<file path="src/rtl/dram_cache_pkg.sv">
// Shared DRAM-cache constants and the eviction write-back FSM state encoding.
package dram_cache_pkg;
  localparam int ADDR_W = 64;
  localparam int DATA_W = 512;
  localparam int ID_W   = 16;
  localparam int TID_W  = 10;

  typedef enum logic [1:0] {
    S_IDLE = 2'd0,
    S_RUN  = 2'd1,
    S_RESP = 2'd2
  } state_e;
endpackage

</file>
<file path="src/rtl/evict_aw_w.sv">
// Eviction write-back engine: pops one {tid, addr} entry and one line, issues a
// single-beat AXI write on AW/W, then pulses a tid-tagged completion.
//
// state  | meaning
// S_IDLE | waiting for both eviction FIFOs to be non-empty
// S_RUN  | AW and/or W still waiting for their handshake
// S_RESP | completion valid, waiting for bready_i
module evict_aw_w
  import dram_cache_pkg::*;
#(
  parameter int ADDR_W_P = ADDR_W,
  parameter int DATA_W_P = DATA_W,
  parameter int ID_W_P   = ID_W,
  parameter int TID_W_P  = TID_W
) (
  input  logic                        clk,
  input  logic                        rst_n,
  output logic [ID_W_P-1:0]           awid_o,
  output logic [ADDR_W_P-1:0]         awaddr_o,
  output logic                        awvalid_o,
  input  logic                        awready_i,
  output logic [ID_W_P-1:0]           wid_o,
  output logic [DATA_W_P-1:0]         wdata_o,
  output logic                        wvalid_o,
  input  logic                        wready_i,
  output logic [ID_W_P-1:0]           bid_o,
  output logic                        bvalid_o,
  input  logic                        bready_i,
  input  logic                        awfifo_aempty_i,
  output logic                        awfifo_rden_o,
  input  logic [TID_W_P+ADDR_W_P-1:0] awfifo_data_i,
  input  logic                        wfifo_aempty_i,
  output logic                        wfifo_rden_o,
  input  logic [DATA_W_P-1:0]         wfifo_data_i
);

  localparam int PAD_W = ID_W_P - TID_W_P;

  state_e                state_q, state_d;
  logic                  awvalid_q, awvalid_d;
  logic                  wvalid_q, wvalid_d;
  logic                  bvalid_q, bvalid_d;
  logic [ADDR_W_P-1:0]   awaddr_q, awaddr_d;
  logic [DATA_W_P-1:0]   wdata_q, wdata_d;
  logic [TID_W_P-1:0]    tid_q, tid_d;
  logic [TID_W_P-1:0]    btid_q, btid_d;
  logic                  pop;

  // Both FIFOs are always popped together, and only from idle.
  assign pop           = (state_q == S_IDLE) && !awfifo_aempty_i && !wfifo_aempty_i;
  assign awfifo_rden_o = pop;
  assign wfifo_rden_o  = pop;

  always_comb begin
    state_d   = state_q;
    awvalid_d = awvalid_q;
    wvalid_d  = wvalid_q;
    bvalid_d  = bvalid_q;
    awaddr_d  = awaddr_q;
    wdata_d   = wdata_q;
    tid_d     = tid_q;
    btid_d    = btid_q;
    case (state_q)
      S_IDLE: begin
        if (pop) begin
          awaddr_d  = awfifo_data_i[ADDR_W_P-1:0];
          tid_d     = awfifo_data_i[TID_W_P+ADDR_W_P-1:ADDR_W_P];
          wdata_d   = wfifo_data_i;
          awvalid_d = 1'b1;
          wvalid_d  = 1'b1;
          state_d   = S_RUN;
        end
      end
      S_RUN: begin
        // A dropped valid doubles as that channel's done flag.
        if (awvalid_q && awready_i) awvalid_d = 1'b0;
        if (wvalid_q && wready_i)   wvalid_d  = 1'b0;
        if (!awvalid_d && !wvalid_d) begin
          bvalid_d = 1'b1;
          btid_d   = tid_q;
          state_d  = S_RESP;
        end
      end
      S_RESP: begin
        if (bvalid_q && bready_i) begin
          bvalid_d = 1'b0;
          state_d  = S_IDLE;
        end
      end
      default: begin
        awvalid_d = 1'b0;
        wvalid_d  = 1'b0;
        bvalid_d  = 1'b0;
        state_d   = S_IDLE;
      end
    endcase
  end

  always_ff @(posedge clk or negedge rst_n) begin
    if (!rst_n) begin
      state_q   <= S_IDLE;
      awvalid_q <= 1'b0;
      wvalid_q  <= 1'b0;
      bvalid_q  <= 1'b0;
      awaddr_q  <= '0;
      wdata_q   <= '0;
      tid_q     <= '0;
      btid_q    <= '0;
    end else begin
      state_q   <= state_d;
      awvalid_q <= awvalid_d;
      wvalid_q  <= wvalid_d;
      bvalid_q  <= bvalid_d;
      awaddr_q  <= awaddr_d;
      wdata_q   <= wdata_d;
      tid_q     <= tid_d;
      btid_q    <= btid_d;
    end
  end

  assign awvalid_o = awvalid_q;
  assign wvalid_o  = wvalid_q;
  assign bvalid_o  = bvalid_q;
  assign awaddr_o  = awaddr_q;
  assign wdata_o   = wdata_q;
  assign awid_o    = {{PAD_W{1'b0}}, tid_q};
  assign wid_o     = {{PAD_W{1'b0}}, tid_q};
  assign bid_o     = {{PAD_W{1'b0}}, btid_q};

endmodule

</file>
<file path="config.mk">
export PLATFORM = sky130hd
export DESIGN_NAME = evict_aw_w
export DESIGN_NICKNAME = d
export VERILOG_FILES = /design/src/rtl/dram_cache_pkg.sv /design/src/rtl/evict_aw_w.sv
export SDC_FILE = /design/constraint.sdc
export NUM_CORES = 1
export LEC_CHECK = 0
export CAP_MARGIN = 40
export CORE_AREA = 2 2 474 476
export DETAILED_ROUTE_END_ITERATION = 12
export DIE_AREA = 0 0 476 478
export HOLD_SLACK_MARGIN = 0.15
export PLACE_DENSITY = 0.4
export SYNTH_ARGS = -nofsm -noshare
export SYNTH_HDL_FRONTEND = slang
export SYNTH_SLANG_ARGS = --single-unit
</file>
<file path="constraint.sdc">
create_clock -name clk -period 6.2 [get_ports clk]
set_clock_uncertainty 0.05 [all_clocks]
set_input_delay 1.55 -clock clk [delete_from_list [all_inputs] [get_ports clk]]
set_output_delay 1.55 -clock clk [all_outputs]
set_load 0.05 [all_outputs]
</file>
==> run summary <==
status = completed
Resized Gates After CTS = 0
commonest non-fill, non-tap cell in the layout = clkdlybuf4s50_1
worst-path maximum fanout = 5
f_max = 198 MHz
global route total overflow = 0
Post-DP HPWL = 119000 µm
data arrival time of the critical path = 3.45 ns
Post-DRT Antenna Nets = 0
Post-CTS Hold Buffers = 0
io pins = 1222
setup tns final = 0 ns
relative slew slack = 32.1%
drt pass-1 iters = 4
Post-CTS Setup Bufs = 0
Core ar. = 223000 µm²
Worst EP required = 4.60 ns
# rows = 174
Syn Area/Cell = 17.1 µm²
CTS clk-pin slew, worst paths = 0.05 ns
GRT Util Overall = 12.2%
TritonCTS clock tree = yes
Area growth, synth to finish = 83.1%
WL/cell = 25.3 µm
placer congestion estimate = 0.821
slowest stage delay, CP = 0.91 ns
Worst Setup End Kind = primary output
hold_ws = 0.432 ns
port bufs = 1203
final hold violation count = 0
Root Driver = clkbuf_16
global-route wire length before repair = 181000 µm
DRC = 0
Leak = 15.8 nW
Clk Latency, worst-skew pair = 0.68 ns
kind of critical path = primary input to primary output
final worst-path cycle share = 81.5%
chip height = 478 µm
Initial Utilization = 10.1%
RSZ-0062 raised after global routing = false
pre-CTS WS = 0.964 ns
placed cells = 5460
non-filler instance count after layout = 5674
maxcap violations = 0
nets@finish = 3147
Slowest cell on crit path = clkdlybuf4s50_1
Netlist cell types = 18
DIE AREA = 228000 µm²
endpoints failing setup = 0
Yosys reg bits = 601
Warnings, synthesis = 0
Mapped Cells = 1311
worst path bufs/invs = 2
worst min path class = flip-flop to flip-flop
post-synthesis sequential area ratio = 66.9%
slew at the pin closest to its max-slew limit = 1.02 ns
CTS buffer count = 84
Pwr per Cell Area = 679 nW/µm²
largest net degree at the start of global routing = 124
vias post-DR = 17000
share of layout cells above drive strength 1 = 25.4%
crit start category = primary input
routed vias/inst = 3.00
minimum clock period = 5.05 ns
maximum clock path buffer count = 3
H-tree levels = 3
antenna violations before repair = 210
Mapped Area = 22500 µm²
initial drt markers = 502
final worst setup slack = 1.15 ns
Slew Limit Fails = 0
fillers = 24400
CP top delay family = buffers and inverters
peak supply drop = 323 µV
Crit path top cell by count = clkdlybuf4s50_1
clock sinks = 601
most frequent cells in the layout = 1202 x clkdlybuf4s50_1, 601 x dfrtp_1, 500 x mux2_2, 96 x mux2_1, 87 x clkbuf_16
vias in the first global route = 17700
CP cell instances = clkdlybuf4s50_1 -> nor4_4 -> clkdlybuf4s50_1
final wirelength = 144000 µm
die width = 476 µm
## registers in the layout (all words and copies together), names as in the netlist
register	count
btid_q	10
awaddr_o	64
wvalid_o	1
tid_q	10
wdata_o	512
awvalid_o	1
bvalid_o	1
state_q	2
## where the power goes
group          leakage [nW]  switching [mW]  internal [mW]
combinational          7.29            10.5           5.33
clock                  1.40            2.05           3.04
sequential             7.10            1.13           5.93
total                  15.8            13.7           14.3
## layer usage
| metal | GRT usage [%] | routed length [µm] | vias up |
|---|---|---|---|
| li1 | - | - | 7204 |
| met1 | 13.0 | 51600 | 8323 |
| met2 | 18.5 | 61500 | 1038 |
| met3 | 10.1 | 26800 | 299 |
| met4 | 2.51 | 3030 | 132 |
| met5 | 0 | 851 | - |
## final cells by class
cell class,instances,area (µm²),area share [%]
inverters,1,3.75,0.00912
diodes,61,153,0.371
clock inverters,27,343,0.833
repair buffers,1235,12500,30.3
clock buffers,126,2500,6.08
well taps,2992,3740,9.10
flip-flops and latches,601,15000,36.5
multi-input cells,631,6890,16.7
## final timing paths
path | slack, ns | cells past startpoint | endpoint | start
hold reg to reg | 0.43 | 1 | wdata_o[488]$_DFFE_PN0P_ | wdata_o[488]$_DFFE_PN0P_
min in group asynchronous | 0.82 | 1 | wdata_o[77]$_DFFE_PN0P_ | rst_n
max in group asynchronous | 3.85 | 2 | wdata_o[171]$_DFFE_PN0P_ | rst_n
hold / removal | 0.43 | 1 | wdata_o[488]$_DFFE_PN0P_ | wdata_o[488]$_DFFE_PN0P_
setup / recovery | 1.15 | 3 | wfifo_rden_o | awfifo_aempty_i
setup reg to reg | 2.54 | 5 | wdata_o[134]$_DFFE_PN0P_ | state_q[0]$_DFFE_PN0P_
## Yosys cell counts, drive strengths merged
master	number	area, µm²
dfrtp	601	15000
nand4	1	6.26
or2	1	6.26
buf	95	612
a21o	2	15.0
nand2	3	11.3
a21oi	1	5.00
nor4	1	12.5
nand2b	3	18.8
inv	1	3.75
o21ai	4	20.0
mux2	596	6710
nor2	1	3.75
conb	1	3.75
## metrics by stage
step	power (mW)	utilization, %	cell area, µm²
2_1_floorplan	16.4	-	22500
3_3_place_gp	23.1	17.0	38000
3_5_place_dp	23.2	17.1	38200
4_1_cts	28.6	18.4	41000
5_1_grt	29.2	18.4	41000
6_report	28.0	18.4	41100
## cell families after synthesis
logic type             after synthesis  share of synthesized area, %
AO/OA/AOI/OAI                        7                         0.178
flip-flops                         601                          66.9
multiplexers                       596                          29.9
AND/OR/NAND/NOR                     10                         0.262
other                                1                        0.0167
buffers and inverters               96                          2.74
(Power assumes the default switching activity.)
